### config.mk
export PLATFORM = sky130hd
export DESIGN_NAME = result_packer
export DESIGN_NICKNAME = d
export VERILOG_FILES = /design/src/rtl/conv_pkg.sv /design/src/rtl/result_fifo.sv /design/src/rtl/result_packer.sv
export SDC_FILE = /design/constraint.sdc
export NUM_CORES = 2
export LEC_CHECK = 0
export BUFFER_PORTS_ARGS = -buffer_cell sky130_fd_sc_hd__buf_4
export CORE_ASPECT_RATIO = 0.6
export CORE_MARGIN = 2
export CORE_UTILIZATION = 40
export DETAILED_ROUTE_END_ITERATION = 8
export GPL_ROUTABILITY_DRIVEN = 0
export SYNTH_ARGS = -nofsm -noshare
export SYNTH_HDL_FRONTEND = slang
export SYNTH_SLANG_ARGS = --single-unit
### constraint.sdc
create_clock -name clk -period 9.9 [get_ports clk]
set_input_delay 1.98 -clock clk [delete_from_list [all_inputs] [get_ports clk]]
set_output_delay 1.98 -clock clk [all_outputs]
set_load 0.01 [all_outputs]
### src/rtl/conv_pkg.sv
// Shared constants and the packed result-word type for the result packer.
package conv_pkg;

  localparam int unsigned NUM_CH     = 3;
  localparam int unsigned BYTE_W     = 8;
  localparam int unsigned WORD_BYTES = 16;
  localparam int unsigned ADDR_W     = 16;
  localparam int unsigned FIFO_DEPTH = 2;

  localparam int unsigned LANE_W = $clog2(WORD_BYTES);
  localparam int unsigned TAG_W  = ADDR_W - LANE_W;
  localparam int unsigned DATA_W = BYTE_W * WORD_BYTES;

  typedef struct packed {
    logic [DATA_W-1:0]     data;
    logic [WORD_BYTES-1:0] mask;
    logic [TAG_W-1:0]      tag;
  } word_t;

  localparam int unsigned WORD_W = $bits(word_t);

  // Writes one byte into its lane and marks that lane present.
  function automatic word_t add_byte(input word_t w, input logic [LANE_W-1:0] lane,
                                     input logic [BYTE_W-1:0] b);
    word_t r;
    r = w;
    r.data[{lane, 3'b000} +: BYTE_W] = b;
    r.mask[lane] = 1'b1;
    return r;
  endfunction

endpackage

### src/rtl/result_fifo.sv
// Small synchronous FIFO holding completed result words for one channel.
module result_fifo
  import conv_pkg::*;
#(
  parameter int unsigned WIDTH = WORD_W,
  parameter int unsigned DEPTH = FIFO_DEPTH
) (
  input  logic             clk,
  input  logic             rst,
  input  logic             push,
  input  logic [WIDTH-1:0] push_word,
  input  logic             pop,
  output logic [WIDTH-1:0] pop_word,
  output logic             full,
  output logic             empty
);

  localparam int unsigned PTR_W = (DEPTH > 1) ? $clog2(DEPTH) : 1;
  localparam int unsigned CNT_W = $clog2(DEPTH + 1);

  logic [WIDTH-1:0] store [DEPTH];
  logic [PTR_W-1:0] wr_ptr;
  logic [PTR_W-1:0] rd_ptr;
  logic [CNT_W-1:0] count;
  logic             do_push;
  logic             do_pop;

  function automatic logic [PTR_W-1:0] next_ptr(input logic [PTR_W-1:0] p);
    return (p == PTR_W'(DEPTH - 1)) ? '0 : p + 1'b1;
  endfunction

  assign full     = (count == CNT_W'(DEPTH));
  assign empty    = (count == '0);
  assign pop_word = store[rd_ptr];
  assign do_pop   = pop & ~empty;
  // A full FIFO still takes a push when the head leaves in the same edge.
  assign do_push  = push & (~full | do_pop);

  always_ff @(posedge clk or negedge rst) begin
    if (!rst) begin
      for (int unsigned i = 0; i < DEPTH; i++) begin
        store[i] <= '0;
      end
      wr_ptr <= '0;
      rd_ptr <= '0;
      count  <= '0;
    end else begin
      if (do_push) begin
        store[wr_ptr] <= push_word;
        wr_ptr        <= next_ptr(wr_ptr);
      end
      if (do_pop) begin
        rd_ptr <= next_ptr(rd_ptr);
      end
      case ({do_push, do_pop})
        2'b10:   count <= count + 1'b1;
        2'b01:   count <= count - 1'b1;
        default: count <= count;
      endcase
    end
  end

endmodule

### src/rtl/result_packer.sv
// Packs per-channel result bytes into 16-byte words and arbitrates them
// round-robin onto a single wide result-memory write port.
module result_packer
  import conv_pkg::*;
(
  input  logic         clk,
  input  logic         rst,
  input  logic         in_we_0,
  input  logic         in_we_1,
  input  logic         in_we_2,
  input  logic [15:0]  in_addr_0,
  input  logic [15:0]  in_addr_1,
  input  logic [15:0]  in_addr_2,
  input  logic [7:0]   in_data_0,
  input  logic [7:0]   in_data_1,
  input  logic [7:0]   in_data_2,
  input  logic         flush,
  output logic         mem_we,
  output logic [1:0]   mem_sel,
  output logic [11:0]  mem_addr,
  output logic [127:0] mem_data,
  output logic [15:0]  mem_be,
  output logic         busy,
  output logic         overflow
);

  logic              ch_we     [NUM_CH];
  logic [ADDR_W-1:0] ch_addr   [NUM_CH];
  logic [BYTE_W-1:0] ch_data   [NUM_CH];

  word_t             acc_q     [NUM_CH];
  word_t             acc_d     [NUM_CH];
  logic              acc_vld_q [NUM_CH];
  logic              acc_vld_d [NUM_CH];
  word_t             merged    [NUM_CH];
  word_t             opened    [NUM_CH];

  logic              push      [NUM_CH];
  word_t             push_word [NUM_CH];
  logic              pop       [NUM_CH];
  word_t             head      [NUM_CH];
  logic              full      [NUM_CH];
  logic              empty     [NUM_CH];

  logic              drop_any;
  logic [1:0]        last_q;
  logic              gnt_vld;
  logic [1:0]        gnt_ch;

  assign ch_we[0]   = in_we_0;
  assign ch_we[1]   = in_we_1;
  assign ch_we[2]   = in_we_2;
  assign ch_addr[0] = in_addr_0;
  assign ch_addr[1] = in_addr_1;
  assign ch_addr[2] = in_addr_2;
  assign ch_data[0] = in_data_0;
  assign ch_data[1] = in_data_1;
  assign ch_data[2] = in_data_2;

  // Candidate words: incoming byte merged into the open word, or opening a new one.
  always_comb begin
    for (int unsigned c = 0; c < NUM_CH; c++) begin
      merged[c]     = add_byte(acc_q[c], ch_addr[c][LANE_W-1:0], ch_data[c]);
      opened[c]     = '0;
      opened[c].tag = ch_addr[c][ADDR_W-1:LANE_W];
      opened[c]     = add_byte(opened[c], ch_addr[c][LANE_W-1:0], ch_data[c]);
    end
  end

  always_comb begin
    for (int unsigned c = 0; c < NUM_CH; c++) begin
      acc_d[c]     = acc_q[c];
      acc_vld_d[c] = acc_vld_q[c];
      push[c]      = 1'b0;
      push_word[c] = acc_q[c];
      if (ch_we[c]) begin
        if (acc_vld_q[c] && (acc_q[c].tag == ch_addr[c][ADDR_W-1:LANE_W])) begin
          if ((&merged[c].mask) || flush) begin
            push[c]      = 1'b1;
            push_word[c] = merged[c];
            acc_d[c]     = '0;
            acc_vld_d[c] = 1'b0;
          end else begin
            acc_d[c] = merged[c];
          end
        end else if (acc_vld_q[c]) begin
          // Only one word can leave per edge: the old word goes out, and the
          // newly opened word stays pending even when flush is asserted.
          push[c]      = 1'b1;
          push_word[c] = acc_q[c];
          acc_d[c]     = opened[c];
          acc_vld_d[c] = 1'b1;
        end else if (flush) begin
          push[c]      = 1'b1;
          push_word[c] = opened[c];
          acc_d[c]     = '0;
          acc_vld_d[c] = 1'b0;
        end else begin
          acc_d[c]     = opened[c];
          acc_vld_d[c] = 1'b1;
        end
      end else if (acc_vld_q[c] && flush) begin
        push[c]      = 1'b1;
        acc_d[c]     = '0;
        acc_vld_d[c] = 1'b0;
      end
    end
  end

  for (genvar g = 0; g < NUM_CH; g++) begin : g_fifo
    result_fifo #(
      .WIDTH(WORD_W),
      .DEPTH(FIFO_DEPTH)
    ) u_fifo (
      .clk      (clk),
      .rst      (rst),
      .push     (push[g]),
      .push_word(push_word[g]),
      .pop      (pop[g]),
      .pop_word (head[g]),
      .full     (full[g]),
      .empty    (empty[g])
    );
  end

  // Round-robin scan starts one past the most recently granted channel.
  always_comb begin
    int unsigned idx;
    idx     = 0;
    gnt_vld = 1'b0;
    gnt_ch  = last_q;
    for (int unsigned c = 0; c < NUM_CH; c++) begin
      pop[c] = 1'b0;
    end
    for (int unsigned k = 1; k <= NUM_CH; k++) begin
      idx = (32'(last_q) + k) % NUM_CH;
      if (!gnt_vld && !empty[idx]) begin
        gnt_vld  = 1'b1;
        gnt_ch   = 2'(idx);
        pop[idx] = 1'b1;
      end
    end
  end

  always_comb begin
    drop_any = 1'b0;
    busy     = mem_we;
    for (int unsigned c = 0; c < NUM_CH; c++) begin
      drop_any = drop_any | (push[c] & full[c] & ~pop[c]);
      busy     = busy | acc_vld_q[c] | ~empty[c];
    end
  end

  always_ff @(posedge clk or negedge rst) begin
    if (!rst) begin
      for (int unsigned c = 0; c < NUM_CH; c++) begin
        acc_q[c]     <= '0;
        acc_vld_q[c] <= 1'b0;
      end
    end else begin
      for (int unsigned c = 0; c < NUM_CH; c++) begin
        acc_q[c]     <= acc_d[c];
        acc_vld_q[c] <= acc_vld_d[c];
      end
    end
  end

  always_ff @(posedge clk or negedge rst) begin
    if (!rst) begin
      last_q   <= 2'(NUM_CH - 1);
      overflow <= 1'b0;
      mem_we   <= 1'b0;
      mem_sel  <= '0;
      mem_addr <= '0;
      mem_data <= '0;
      mem_be   <= '0;
    end else begin
      if (drop_any) begin
        overflow <= 1'b1;
      end
      mem_we <= gnt_vld;
      if (gnt_vld) begin
        last_q   <= gnt_ch;
        mem_sel  <= gnt_ch;
        mem_addr <= head[gnt_ch].tag;
        mem_data <= head[gnt_ch].data;
        mem_be   <= head[gnt_ch].mask;
      end
    end
  end

endmodule
---- Yosys cells after proc, flatten, opt, wreduce, memory -nomap -nowiden ----
Index checks and enable logic that the tools add are counted.
cells by class
  add/subtract/negate cells ............... 18
  div/mod/pow operators ................... 3
  magnitude comparators ................... 22
  equal/unequal tests ..................... 15
  shifts and indexed selects .............. 6
  muxes and demuxes ....................... 128
  bitwise operators ....................... 50
  reductions and logical operators ........ 38
operators by type and width
  cell                                                         count
  two-way mux 156 bit                                          47
  bitwise mux 312 bit                                          3
  demux 156 bit (select 1 bit)                                 3
  bitwise AND 128 bit                                          3
  bitwise mux 128 bit                                          3
  variable shift 8 x 9 -> 128 bit, first input constant        3
  indexed part select 8 x 9 -> 128 bit                         3
  binary-select mux 156 bit (select 2 bit)                     1
  >= comparator 33 x 3 -> 1 bit, second input constant         3
  less-than comparator 33 x 1 -> 1 bit, second input constant  3
  inverter 32 -> 33 bit                                        3
  remainder unit 32 x 2 -> 32 bit, second input constant       3
  two-way mux 1 bit                                            53
  bitwise OR 16 bit                                            3
  AND reduction 16 bit                                         3
  == test 12 bit                                               3
  negation 7 -> 9 bit                                          3
  logical AND 1 bit                                            17
  less-than comparator 4 x 5 -> 1 bit, second input constant   3
  bitwise AND 1 bit                                            12
  demux 1 bit (select 4 bit)                                   3
  == test 2 bit, second input constant                         6
  >= comparator 2 bit, second input constant                   6
  >= comparator 4 x 1 -> 1 bit, second input constant          3
  other kinds (24)                                             87
storage, ports and cells
  register bits after elaboration ......... 1581
  input port bits ......................... 78
  output and inout port bits .............. 161
  logic and storage cells ................. 314

---- Depth between registers and ports, before layout ----
  depth in word-level cells ............... 17
  depth in mapped cells ................... 15
  depth with buffers taken out ............ 12

---- Cells and area by module ----
A second synthesis with hierarchy kept.
second synthesis, totals
  cell total of the unflattened synthesis .. 7321
  area, all modules ....................... 81521.9 um2
modules (own cells, without submodules)
  module         times used  cells an instance  area each (um2)  seq. area each (um2)
  result_fifo    3           850                13751.9          7907.6
  result_packer  1           4771               40266.1          15816.4

---- Worst setup path after synthesis ----
No wires, ideal clock.
  path type ............................... input port to flip-flop
  start point ............................. input in_addr_0[0]
  end point ............................... register g_fifo[0].u_fifo.count[1]
  library setup time ...................... 79 ps
  arrival time ............................ 4738 ps
  data required time ...................... 9821 ps
  path slack .............................. 5083 ps
  stages on the path ...................... 14
  buffers on the path ..................... 3
  cells stage by stage .................... clkbuf_1 > inv_1 > ha_1 > clkbuf_1 > a31o_2 > a32oi_1 > a2111o_1 > nor3_2 > buf_2 > nor2_1 > or2_2 > ha_1 > nor2_1 > xor2_1
on the way
  cells in the longest elaborated chain, start to end .. 13
  elaborated cells on any way between the ends .. 16
  those cells by class .................... 2 x order compare; 2 x eq/ne; 6 x mux; 2 x bitwise; 4 x reduce/logical
RTL lines
  what                                                                                                       line                 text
  start: declaration                                                                                         result_packer.sv:11  input logic [15:0] in_addr_0,
  less-than comparator 4 x 5 -> 1 bit (not written as such) or >= comparator 4 x 1 -> 1 bit (tied branches)  conv_pkg.sv:28       r.mask[lane] = 1'b1;
  logical AND 1 bit (not written as such)                                                                    conv_pkg.sv:28
  two-way mux 1 bit (not written as such)                                                                    conv_pkg.sv:28
  demux 1 bit (select 4 bit) (*)                                                                             conv_pkg.sv:28
  bitwise OR 16 bit (no line) (*)                                                                            -
  AND reduction 16 bit (*)                                                                                   result_packer.sv:78  if ((&merged[c].mask) || flush) begin
  logical OR 1 bit (*)                                                                                       result_packer.sv:78
  two-way mux 1 bit (*)                                                                                      result_packer.sv:78
  two-way mux 1 bit (*)                                                                                      result_packer.sv:77  if (acc_vld_q[c] && (acc_q[c].tag == ch_addr[c][ADDR_W-1:LANE_W])) begin
  two-way mux 1 bit (*)                                                                                      result_packer.sv:76  if (ch_we[c]) begin
  bitwise AND 1 bit (*)                                                                                      result_fifo.sv:37    assign do_push = push & (~full | do_pop);
  == test 2 x 1 -> 1 bit or == test 2 bit (tied branches)                                                    result_fifo.sv:55    case ({do_push, do_pop})
  one-hot mux 2 bit (2 select lines) or nonzero test 2 bit (tied branches)                                   -
  end signal: assignment                                                                                     result_fifo.sv:56    2'b10: count <= count + 1'b1;
  end signal: assignment                                                                                     result_fifo.sv:57    2'b01: count <= count - 1'b1;
  end signal: assignment                                                                                     result_fifo.sv:58    default: count <= count;
  end: declaration                                                                                           result_fifo.sv:24    logic [CNT_W-1:0] count;
Mark *: on every way between the ends. The rest lies on a longest branch, timed or not.
A chain may end at the register's enable or synchronous reset.

---- Worst setup path in the final report ----
  start point ............................. input in_addr_2[0]
  end point ............................... register acc_q[26] (netlist name)
on the way
  cells in the longest elaborated chain, start to end .. 10
  elaborated cells on any way between the ends .. 13
  those cells by class .................... 2 x order compare; 7 x mux; 1 x bitwise; 3 x reduce/logical
RTL lines
  what                                                                                                       line                  text
  start: declaration                                                                                         result_packer.sv:13   input logic [15:0] in_addr_2,
  less-than comparator 4 x 5 -> 1 bit (not written as such) or >= comparator 4 x 1 -> 1 bit (tied branches)  conv_pkg.sv:28
  logical AND 1 bit (not written as such)                                                                    conv_pkg.sv:28
  two-way mux 1 bit (not written as such)                                                                    conv_pkg.sv:28
  demux 1 bit (select 4 bit) (*)                                                                             conv_pkg.sv:28
  bitwise OR 16 bit (no line)                                                                                -
  AND reduction 16 bit                                                                                       result_packer.sv:78
  logical OR 1 bit                                                                                           result_packer.sv:78
  two-way mux 156 bit                                                                                        result_packer.sv:78
  two-way mux 156 bit (*)                                                                                    result_packer.sv:77
  two-way mux 156 bit (*)                                                                                    result_packer.sv:76
  end signal: indexed assignment                                                                             result_packer.sv:162  acc_q[c] <= acc_d[c];
  end: declaration                                                                                           result_packer.sv:31   word_t acc_q [NUM_CH];
Mark *: on every way between the ends. The rest lies on a longest branch, timed or not. The select of a mux whose other input is x is not followed.

==> results.ini <==
[die]
initial_core_util_pct = 40.1
die_area_sq_mm = 0.213
rows = 130
chipWidth_microns = 595
io_pins = 239
coreArea_sq_mm = 0.209
die_h_microns = 359

[setup_path]
regToRegStartpoint = g_fifo[2].u_fifo.count[1]$_DFFE_PN0P_
cp_common_cell = nand2_1
crit_type = in2reg
max_stage_delay_ns = 1.04
cp.depth = 8
critPathRequiredTime_ns = 10.61
path_buf_inv = 1
cp.arrival_ns = 6.71
cp-end-kind = flip-flop
crit_chain = buf_4 > ha_1 > nand2_1 > o21ai_0 > nand4bb_1 > o2111ai_4 > nand2_1 > a32o_1
crit_family = compound AO/OA/AOI/OAI gates
startpoint_type = input pin
path_max_fanout = 29
crit_path_top_delay_cell = nand2_1
reg2reg_to = mem_be[11]$_DFFE_PN0P_
rrSetupSlack_ns = 4.32
r2r_cells = 9

[routing]
routed_via_density = 6.51
drt_wl_total_mm = 344
drc = 0
ant_nets = 0
vias = 75500
drt_iter0_markers = 11100
firstDrtPassIters = 8
wl_per_cell_microns = 29.7

[grt]
grt_max_degree = 191
antenna_found_initial = 22
globalRouteOverflowTotal = 0
grt_use_total_pct = 31.3
grt_pass1_wl_mm = 494
grt_pass1_vias = 68800

[power]
irDropWorstVdd_uv = 700
powerDensity_mw_per_mm2 = 301
p_leak_nw = 39.0

[timing]
period_minus_slack_ns = 6.01
rsz0062_at_grt = false
fin_tns_setup_ns = 0
max_freq_ghz = 0.166
layout_setup_ws_ns = 3.89
fin_skew_ns = 0.0588
setup_viol = 0
relSlewSlack_pct = -3.37
finalHoldViolations = 0
period_share_pct = 60.7
worst_pin_slew_ns = 1.51
drv_slew = 4

[clock_network]
cts_sinks = 1580
cts_max_level = 4
insertion_delay_ns = 0.86
post_cts_buffers = 0
cts_tree = yes
post_cts_resize_count = 0
cts_made_buffers = 162
cts.path.max_buffers = 4
clk_pin_slew_ns = 0.07
postCtsHoldBufs = 0
ctsRootBufferMaster = clkbuf_16

[place]
portBuffers = 238
post-place-ws_ns = 3.38
dp_hpwl_mm = 237

[worst_hold_path]
hold_depth = 2
worstHoldStart = g_fifo[2].u_fifo.store[292]$_DFFE_PN0P_
hold_path_end = g_fifo[2].u_fifo.store[292]$_DFFE_PN0P_
hp-class = reg2reg

[synthesis]
async_flop_share_pct = 100
synth-compound-area-share_pct = 25.5
synthAdderAreaFrac_pct = 0.328
syn_avg_cell_area_sq_um = 9.33
synth-xor-area-share_pct = 0.512
syn_inst = 8989
syn_area_sq_mm = 0.0839
synth_top_area_share_pct = 47.1
ys.flop_type = dfrtp_1
synth-seq-cells = 1580
yosys.area_share.simple_pct = 10.5
synth_most_common_cell = dfrtp_1
muxShareOfSynthArea_pct = 11.6
synth_edf_count = 0
syn_nets = 9089
ys.warnings.count = 0
synth_top_family_by_area = compound AO/OA/AOI/OAI gates
synth_common_cells = dfrtp_1 (1579), o21ai_0 (1070), nor2_1 (896), mux2i_1 (793), nand2_1 (703)
ys_seq_area_share_pct = 47.2
synth_cell_types = 91
synth.largest_area_cell = dfrtp_1
yosys-top-cells-area = dfrtp_1 (47%), mux2i_1 (9.5%), o21ai_0 (6.4%)

[layout]
area_delta_synth_final_pct = 10.6
multi_input_area_sq_mm = 0.0410
fill_cells = 19800
nets = 8799
ff_latch_area_sq_mm = 0.0396
layout-drive-gt1-share_pct = 10.0

[outcome]
violations = max-capacitance violations, max-slew violations
outcome = finished, violations left

[run]
drv_cap = 5

## worst min-delay path, cell delays in order, from the launching register on
cell     delay, ns
dfrtp_1       0.34
nand2_1       0.05
o31ai_1       0.05
## worst max path at each step
stage / from / end
4_1_cts: in_addr_0[0] / g_fifo[0].u_fifo.store[96]$_DFFE_PN0P_
3_3_place_gp: in_addr_1[0] / g_fifo[1].u_fifo.store[288]$_DFFE_PN0P_
6_report: in_addr_2[0] / acc_q[26]$_DFFE_PN0P_
2_1_floorplan: in_addr_0[0] / g_fifo[0].u_fifo.count[1]$_DFFE_PN0P_
5_1_grt: in_addr_2[0] / acc_q[0]$_DFFE_PN0P_
3_5_place_dp: in_addr_0[0] / g_fifo[0].u_fifo.store[96]$_DFFE_PN0P_
## where the power goes
part           leakage [nW]  switching (mW)  internal (mW)
clock                  2.58            2.79           3.59
sequential             20.7            1.16           8.24
combinational          15.7            8.41           3.69
## cell usage in the layout, fill, tap and decap left out, types with 15 or more instances in the layout
cell type  Yosys  routed
dfrtp_1     1579    1576
o21ai_0     1070    1066
nor2_1       896     890
mux2i_1      793     789
nand2_1      703     700
a21oi_1      699     695
buf_4          3     380
a22o_1       360     360
a31oi_1      302     300
a22oi_1      252     252
nand3_1      197     197
clkbuf_16      0     167
mux2_2       158     158
a21boi_0      95      94
o31ai_1       85      85
o22ai_1       80      80
a32oi_1       77      77
inv_1         75      75
and2_1        56      56
nor3_1        43      42
o211ai_1      40      40
a21o_1        40      40
a32o_1        35      35
clkbuf_1     642      33
o41ai_1       32      32
xnor2_1       31      31
o21ai_1       32      31
clkbuf_8       0      30
a211oi_1      28      28
clkinv_2       0      25
and3_1        25      24
nand4_1       22      22
a2bb2oi_1     22      22
ha_1          22      22
xor2_1        18      18
o221ai_1      15      15
a311oi_1      18      15
## metrics by stage
step / cells / util, % / cell area (sq um) / power (mW) / hold WS (ns)
after floorplan: 8989 / - / 83900 / 16.1 / 0.448
after global placement: 11300 / 41.8 / 87400 / 21.0 / 0.459
after detailed placement: 11300 / 41.8 / 87400 / 21.3 / 0.465
after CTS: 11600 / 44.4 / 92600 / 27.6 / 0.479
after global routing: 11600 / 44.4 / 92700 / 29.0 / 0.501
final: 11600 / 44.4 / 92700 / 27.9 / 0.476
## registers in the layout, summed over array words and instances (netlist names)
register	cells
g_fifo.u_fifo.store	936
mem_data	128
mem_addr	12
mem_be	16
mem_we	1
acc_q	468
g_fifo.u_fifo.count	6
g_fifo.u_fifo.rd_ptr	3
mem_sel	2
acc_vld_q	3
overflow	1
last_q	1
g_fifo.u_fifo.wr_ptr	3
## area by class of cell
cell class | instances | area share, %
Sequential cell | 1580 | 42.7
Multi-Input combinational cell | 6482 | 44.2
Antenna cell | 9 | 0.0243
Timing Repair Buffer | 396 | 3.41
Tap cell | 2772 | 3.74
Inverter | 77 | 0.312
Clock inverter | 45 | 0.568
Clock buffer | 230 | 5.09
## routing by layer
layer | wire, microns | part of all wire, % | track usage [%]
met1 | 145000 | 42 | 44.9
met2 | 129000 | 38 | 39.6
met3 | 54400 | 16 | 14.7
met4 | 15500 | 4.5 | 12.4
met5 | 303 | 0.088 | 0.828
## cell families after synthesis
family	count (synthesis)
xor+xnor	49
simple gates	2074
buf+inv	927
mux	951
compound gates	3386
flops	1580
fa+ha+maj	22
No activity file was read; power rests on OpenSTA's default activity.
